### config.mk
export PLATFORM = sky130hd
export DESIGN_NAME = sprite_cmd_encoder
export DESIGN_NICKNAME = d
export VERILOG_FILES = /design/src/rtl/sprite_cmd_encoder.sv
export SDC_FILE = /design/constraint.sdc
export NUM_CORES = 1
export LEC_CHECK = 0
export ABC_AREA = 0
export BUFFER_PORTS_ARGS = -buffer_cell sky130_fd_sc_hd__clkbuf_2
export CAP_MARGIN = 20
export CORE_AREA = 10 10 212 194
export CTS_BUF_LIST = sky130_fd_sc_hd__clkbuf_8
export DETAILED_ROUTE_END_ITERATION = 10
export DIE_AREA = 0 0 222 204
export HOLD_SLACK_MARGIN = 0.06
export PLACE_DENSITY = 0.74
export SYNTH_ARGS = -nofsm -noshare
export SYNTH_HDL_FRONTEND = slang
export SYNTH_SLANG_ARGS = --single-unit
### constraint.sdc
create_clock -name clk -period 5.6 [get_ports clk]
set_clock_uncertainty 0.05 [all_clocks]
set_input_delay 0.84 -clock clk [delete_from_list [all_inputs] [get_ports clk]]
set_output_delay 0.84 -clock clk [all_outputs]
set_load 0.03 [all_outputs]
### src/rtl/sprite_cmd_encoder.sv
// sprite_cmd_encoder: buffers sprite-update and frame-swap requests in a FIFO and serialises
// each into 32-bit command words on the shared writedata bus. Owns the ping-pong front_buf bit.
// Build option: define SPRITE_CMD_GAP_EN to insert an idle GAP cycle after every command word.
module sprite_cmd_encoder #(
  parameter int unsigned FIFO_DEPTH = 8
) (
  input  logic                        clk,
  input  logic                        reset,
  input  logic                        req_valid,
  output logic                        req_ready,
  input  logic                        req_swap,
  input  logic [5:0]                  req_component,
  input  logic [4:0]                  req_child,
  input  logic                        req_visible,
  input  logic                        req_flip,
  input  logic [4:0]                  req_pattern,
  input  logic [9:0]                  req_x,
  input  logic [9:0]                  req_y,
  input  logic [9:0]                  req_attr,
  output logic [31:0]                 writedata,
  output logic                        busy,
  output logic                        front_buf,
  output logic [$clog2(FIFO_DEPTH):0] fifo_level
);

  localparam int unsigned AW = $clog2(FIFO_DEPTH);
  localparam logic [AW:0] FULL_LEVEL = (AW+1)'(FIFO_DEPTH);
  localparam logic [3:0]  ACT_SPRITE = 4'b0001;
  localparam logic [3:0]  ACT_SWAP   = 4'b1111;

  typedef struct packed {
    logic [5:0] component;
    logic [4:0] child;
    logic       visible;
    logic       flip;
    logic [4:0] pattern;
    logic [9:0] x;
    logic [9:0] y;
    logic [9:0] attr;
  } sprite_t;

  typedef struct packed {
    logic    swap;
    sprite_t spr;
  } entry_t;

  typedef enum logic [2:0] {
    StIdle, StVis, StXpos, StYpos, StAttr, StSwap, StGap
  } state_e;

  entry_t        mem [FIFO_DEPTH];
  logic [AW-1:0] wr_ptr_q;
  logic [AW-1:0] rd_ptr_q;
  logic [AW:0]   level_q;
  entry_t        wr_entry;
  entry_t        rd_entry;
  logic          push;
  logic          pop;

  state_e        state_q;
  sprite_t       cur_q;
  logic [31:0]   cmd_word;
  state_e        cmd_next;
`ifdef SPRITE_CMD_GAP_EN
  state_e        gap_ret_q;
`endif

  assign wr_entry = {req_swap, req_component, req_child, req_visible, req_flip, req_pattern,
                     req_x, req_y, req_attr};
  assign rd_entry = mem[rd_ptr_q];

  assign req_ready  = (level_q != FULL_LEVEL);
  assign push       = req_valid && req_ready;
  assign pop        = (state_q == StIdle) && (level_q != '0);
  assign fifo_level = level_q;
  assign busy       = (state_q != StIdle) || (level_q != '0);

  // FIFO storage; contents need no reset since the pointers gate every read.
  always_ff @(posedge clk) begin
    if (push) begin
      mem[wr_ptr_q] <= wr_entry;
    end
  end

  // FIFO pointers and occupancy; pointers wrap naturally at the power-of-two depth.
  always_ff @(posedge clk) begin
    if (!reset) begin
      wr_ptr_q <= '0;
      rd_ptr_q <= '0;
      level_q  <= '0;
    end else begin
      if (push) wr_ptr_q <= wr_ptr_q + 1'b1;
      if (pop)  rd_ptr_q <= rd_ptr_q + 1'b1;
      case ({push, pop})
        2'b10:   level_q <= level_q + 1'b1;
        2'b01:   level_q <= level_q - 1'b1;
        default: level_q <= level_q;
      endcase
    end
  end

  // Command word and follow-on state for whichever word the FSM emits next.
  always_comb begin
    cmd_word = '0;
    cmd_next = StIdle;
    case (state_q)
      StVis: begin
        cmd_word = {cur_q.component, cur_q.child, ACT_SPRITE, 3'b001, ~front_buf,
                    cur_q.visible, cur_q.flip, 6'b0, cur_q.pattern};
        cmd_next = StXpos;
      end
      StXpos: begin
        cmd_word = {cur_q.component, cur_q.child, ACT_SPRITE, 3'b010, ~front_buf,
                    3'b0, cur_q.x};
        cmd_next = StYpos;
      end
      StYpos: begin
        cmd_word = {cur_q.component, cur_q.child, ACT_SPRITE, 3'b011, ~front_buf,
                    3'b0, cur_q.y};
        cmd_next = StAttr;
      end
      StAttr: begin
        cmd_word = {cur_q.component, cur_q.child, ACT_SPRITE, 3'b100, ~front_buf,
                    3'b0, cur_q.attr};
        cmd_next = StIdle;
      end
      StSwap: begin
        cmd_word = {11'b0, ACT_SWAP, 3'b000, ~front_buf, 13'b0};
        cmd_next = StIdle;
      end
      default: begin
        cmd_word = '0;
        cmd_next = StIdle;
      end
    endcase
  end

  // Sequencer: pops in IDLE, registers one word per state, flips front_buf with the swap word.
  always_ff @(posedge clk) begin
    if (!reset) begin
      state_q   <= StIdle;
      writedata <= '0;
      front_buf <= 1'b0;
      cur_q     <= '0;
`ifdef SPRITE_CMD_GAP_EN
      gap_ret_q <= StIdle;
`endif
    end else begin
      case (state_q)
        StIdle: begin
          writedata <= '0;
          if (pop) begin
            cur_q   <= rd_entry.spr;
            state_q <= rd_entry.swap ? StSwap : StVis;
          end
        end
        StGap: begin
          writedata <= '0;
`ifdef SPRITE_CMD_GAP_EN
          state_q   <= gap_ret_q;
`else
          state_q   <= StIdle;
`endif
        end
        default: begin
          writedata <= cmd_word;
          if (state_q == StSwap) begin
            front_buf <= ~front_buf;
          end
`ifdef SPRITE_CMD_GAP_EN
          gap_ret_q <= cmd_next;
          state_q   <= StGap;
`else
          state_q   <= cmd_next;
`endif
        end
      endcase
    end
  end

endmodule

Word level (Yosys, flattened, before mapping)

Memory sizes are Yosys's and may differ from the RTL's. A register that Yosys moved wholly into a read port is not among the register bits.
Cells that the tools add are included.

Output and inout port bits: 39
Memory bits (writable): 392
Bits in registers: 94
Latch bits: 0
Bits of input ports: 52
Memory bits (read-only): 0
Memories: 1

Memories:

| name | words | width | rd ports | clocked after Yosys merged registers in | wr ports | RTL line | RTL |
|---|---|---|---|---|---|---|---|
| mem  | 8     | 49    | 1        | 1                                       | 1        | 51       | `entry_t mem [FIFO_DEPTH];` |

Add/sub/neg operators: 4
Muxes and demuxes: 10
$lt $le $gt $ge: 0
Bitwise operators: 3
Multiply operators: 0
Eq/ne operators: 10
Reductions and logical operators: 11
Shifts and indexed selects: 0
Div/mod/pow operators: 0

Operators by type and width:

| cell                                                 | count |
|---|---|
| one-hot mux 32 bit (5 select lines)                  | 1 |
| 2-to-1 mux 3 bit                                     | 4 |
| equality test 3 bit (second input constant)          | 3 |
| one-hot mux 3 bit (3 select lines)                   | 1 |
| one-hot mux 4 bit (2 select lines)                   | 1 |
| adder 3 x 1 -> 3 bit (second input constant)         | 2 |
| equality test 3 x 2 -> 1 bit (second input constant) | 2 |
| one-hot mux 3 bit (2 select lines)                   | 1 |
| adder 4 x 1 -> 4 bit (second input constant)         | 1 |
| != test 4 bit (second input constant)                | 1 |
| AND reduction 2 bit                                  | 2 |
| nonzero test 4 bit                                   | 1 |
| subtractor 4 x 1 -> 4 bit (second input constant)    | 1 |
| equality test 3 x 1 -> 1 bit (second input constant) | 1 |
| logical NOT 3 bit                                    | 1 |
| inverter 1 bit                                       | 3 |
| nonzero test 3 bit                                   | 1 |
| OR reduction 3 bit                                   | 1 |
| equality test 2 x 1 -> 1 bit (second input constant) | 1 |
| equality test 2 bit (second input constant)          | 1 |
| logical AND 1 bit                                    | 2 |
| 2-to-1 mux 1 bit                                     | 2 |
| != test 2 bit (second input constant)                | 1 |
| nonzero test 2 bit                                   | 1 |
| other kinds (2)                                      | 2 |

Logic depth before layout (Yosys ltp)

Depth in word-level cells: 4
Depth in mapped cells: 11

Worst setup path before layout

Ideal clock, no wire load.

Path type: register to register
Start: register level_q[0], in the netlist fifo_level[0]
End: memory mem[0][0] (netlist bit) (enable)
Path buffers: 1
Setup slack: 0.156 ns
Period minus slack after synthesis: 5.444 ns
Required time: 5.034 ns
Data arrival time: 4.878 ns
Stages on the path, launching flop included: 6
Cell sequence: dfxtp_1 > or4b_1 > clkbuf_2 > nand2_1 > or2_2 > nor3_1

Longest elaborated chain between the ends: 4

Ends and longest elaborated chain:

| element                                | RTL line | RTL |
|---|---|---|
| start, declared                        | 54       | `logic [AW:0] level_q;` |
| start signal, assigned                 | 95       | `2'b10: level_q <= level_q + 1'b1;` |
| start signal, assigned                 | 96       | `2'b01: level_q <= level_q - 1'b1;` |
| start signal, assigned                 | 97       | `default: level_q <= level_q;` |
| != test 4 bit                          | 72       | `assign req_ready = (level_q != FULL_LEVEL);` |
| named net req_ready                    | 10       | `output logic req_ready,` |
| logical AND 1 bit                      | 73       | `assign push = req_valid && req_ready;` |
| 2-to-1 mux 1 bit                       | 80       | `if (push) begin` |
| 2-to-1 mux 1 bit (not written as such) | 81       | `mem[wr_ptr_q] <= wr_entry;` |
| end, declared                          | 51       |  |

The timed path passes the listed nets, and every way through them passes these cells.

Worst setup path after layout

Start: register state_q[1]
End: register writedata[13]

Longest elaborated chain between the ends: 2

Ends and longest elaborated chain:

| element                                                                          | RTL line | RTL |
|---|---|---|
| start, declared                                                                  | 60       | `state_e state_q;` |
| start signal, assigned                                                           | 141      | `state_q <= StIdle;` |
| start signal, assigned                                                           | 154      | `state_q <= rd_entry.swap ? StSwap : StVis;` |
| start signal, assigned                                                           | 162      | `state_q <= StIdle;` |
| equality test 3 bit (tied with other cells)                                      | 106      | `case (state_q)` |
| one-hot mux 32 bit (5 select lines) / OR reduction 3 bit (equally long branches) | --       |  |
| end signal, assigned                                                             | 166      | `writedata <= cmd_word;` |
| end, declared                                                                    | 20       | `output logic [31:0] writedata,` |

Parallel ways exist; a longest one is shown, timed or not.
A chain may end at the register's enable or synchronous reset.

==> results by group <==
CTS
  • Clock latency on the worst-skew pair: slightly below 0.6 ns
  • CTS tree: done
  • CTS max path bufs: 3
  • Clk slew on worst S/H paths: roughly 0.06 ns
  • Post-CTS resize count: 0
  • Clk sinks: 486
  • Max H-tree Level: 3
  • Post-CTS setup buffers: 0
  • CTS Hold Bufs: 0
  • Root buf cell: clkbuf_8
  • Cts bufs inserted: 77

Global routing
  • Met2 Track Usage GR: about 26%
  • Vias in the first global route: 9436
  • First-pass GRT wire length: about 58000 um
  • Initial antenna violation count: 7
  • Largest net degree at the start of global routing: 65
  • Routing usage on met3: around 4.9%
  • GRT overflow: 0
  • Grt met1 use: 22.2%
  • Gr usage total: 16.6%
  • Busiest grt layer: met2

Synthesis
  • Post-synthesis mux area share: 12.9%
  • Adder-Cell Fraction of Synth Area: less than 1%
  • Most used DFF post-synth: edfxtp_1
  • Synth warn: 0
  • Largest family of logic cells by synthesized area: multiplexers
  • Asr flop ratio synth: 0%
  • Post-synth EDFFs: between 300 and 400
  • Syn avg cell area: 19.3 um2
  • Syn Nets: between 900 and 1000
  • Post-synthesis compound-gate area fraction: slightly below 5%
  • Register area share after synthesis: between 70% and 80%
  • Post-synthesis xor/xnor area fraction: 0.340%
  • Simple-gate share of the synthesized area: roughly 3.7%
  • Cells after Synth: between 900 and 1000
  • Seq cells post-synth: 486
  • Synthesized cell area: between 0.015 and 0.02 mm2
  • Distinct cells, synth: 50

Route
  • WL final: approximately 38000 um
  • DR pass1 iterations: 5
  • Vias per std cell: 5.68
  • Via count of the routed design: a little over 9000
  • Routed Antenna Nets: 0
  • DRT iter0 DRCs: a little under 1000
  • Routed WL per cell: around 23 um
  • DRC violations left: 0

Critical path
  • Worst Path Arrival: approximately 3.5 ns
  • Crit path cell chain: ha_1 -> nand2_1 -> nand3_1 -> nand2b_1 -> a2111oi_0
  • CP startpoint: state_q[1]
  • CP Data Required Time: ~5.9 ns
  • CP max stage cell: a2111oi_0
  • R2R Path Start: state_q[1]
  • Startpoint Class: register
  • CP endpoint kind: register
  • Worst setup path category: register to register
  • CP Max Fanout: 25
  • CP peak stage delay: ~0.97 ns

Flow run
  • Max-Cap Viols: 0

Die
  • Row count: 67
  • I/O pin count: roughly 90
  • Die Y: slightly above 200 um
  • Starting density of the core: between 40% and 50%
  • Die width: around 220 um
  • Core box area: 0.0367 mm2
  • DIE AREA: 0.0453 mm2

Power
  • Leak: 0.00686 uW
  • Pwr dens: between 400 and 500 mW/mm2
  • Max IR drop VDD: between 0.2 and 0.3 mV

Hold path
  • Worst Hold Class: register to register
  • Hold path start: cur_q[40]

Finish
  • Commonest non-fill, non-tap cell in the layout: edfxtp_1
  • Area delta synth->final: 13.7%
  • Multi-input gate area: slightly above 0.004 mm2
  • Layout cells sized above 1: 31.5%
  • Most frequent cells in the layout: edfxtp_1 (392), mux4_2 (98), clkbuf_8 (94)
  • NumNets Final: 1121
  • Fillers: 2802
  • Storage cell area: about 0.014 mm2
  • Design area: around 0.021 mm2

Placed design
  • Port Buffers: a little under 90
  • Final HPWL DP: about 22000 um
  • Area after DPL: ~0.019 mm2
  • Placer Congestion: around 0.85

Timing
  • Relative slew slack: a little under a third
  • Hold_ws: just over 0.4 ns
  • Final Hold Fails: 0
  • Max Slew Vio Count: 0
  • Tmin final: 3.11 ns
  • RSZ-0062 raised after global routing: false
  • Fin Setup TNS: 0 ns
  • Final Setup Violations: 0
  • Period Utilization, post-route: about 56%
  • Least-Margin Pin Slew: roughly 1 ns
  • FMAX: about 0.32 GHz

Run status
  • Status: finished, final reports clean
[report_power, final]
group	internal, uW	switching (uW)	total (uW)
combinational	720	1030	1750
sequential	4210	227	4430
clock	1570	1340	2910
total	6500	2600	9100
[metrics by stage]
| stage | instances | worst slack [ns] | util [%] | total power, uW |
|---|---|---|---|---|
| finish | 1610 | 2.49 | 55.8 | 9100 |
| global route | 1609 | 2.28 | 55.8 | 9500 |
| CTS | 1609 | 2.47 | 55.8 | 9180 |
| detailed placement | 1466 | 2.36 | 51.6 | 6260 |
| global placement | 1466 | 2.42 | 51.6 | 6220 |
| floorplan | 936 | 0.156 | - | 5780 |
[final timing paths]
kind / cells past startpoint / endpoint / slack [ns]
worst max-delay path: 5 / writedata[13] / 2.49
worst min-delay path: 1 / writedata[24] / 0.40
worst max register to register: 5 / writedata[13] / 2.49
worst min register to register: 1 / writedata[24] / 0.40
[critical path, delay by kind of cell, from the launching register on]
kind                       cells  cell delay [ns]
and+or+nand+nor                3             0.60
adders and majority gates      1             0.37
DFF                            1             0.90
AOI/OAI and AO/OA              1             0.97
[flip-flops by register name, summed over array words and instances, names as in the netlist, named ones only]
name / flops
cur_q: 48
wr_ptr_q: 3
state_q: 3
writedata: 29
front_buf: 1
fifo_level: 4
mem: 392
rd_ptr_q: 3
[cells by family after synthesis]
group	Yosys count
AO/OA/AOI/OAI	128
XOR/XNOR	7
adder cells (fa/ha/maj)	7
buffers and inverters	61
flip-flops	486
multiplexers	110
other	1
AND/OR/NAND/NOR	136
[Yosys cell counts (9+ instances only)]
library cell,number,share of area [%]
nor2_1,75,1.6
edfxtp_1,392,65
buf_2,14,0.39
o22ai_1,28,0.97
nand2_1,9,0.19
clkbuf_1,24,0.50
mux4_2,98,12
dfxtp_1,94,10
o22ai_2,20,1.4
and2_1,11,0.38
buf_4,9,0.37
o21ai_0,55,1.5
a22oi_1,9,0.37
[final cells by class]
cell class | instances | area share, %
multi-input cells | 389 | 20.0
repair buffers | 105 | 2.82
clock inverters | 49 | 1.20
clock buffers | 94 | 6.31
diodes | 1 | 0.0122
well taps | 483 | 2.95
flip-flops and latches | 486 | 66.6
inverters | 3 | 0.0549
[per-layer routing]
layer / part of all wire [%] / up-vias
li1: - / 4021
met1: 43 / 4699
met2: 47 / 335
met3: 7.5 / 78
met4: 2.0 / 12
met5: 0.20 / -
Power figures use the tool's default switching activity.
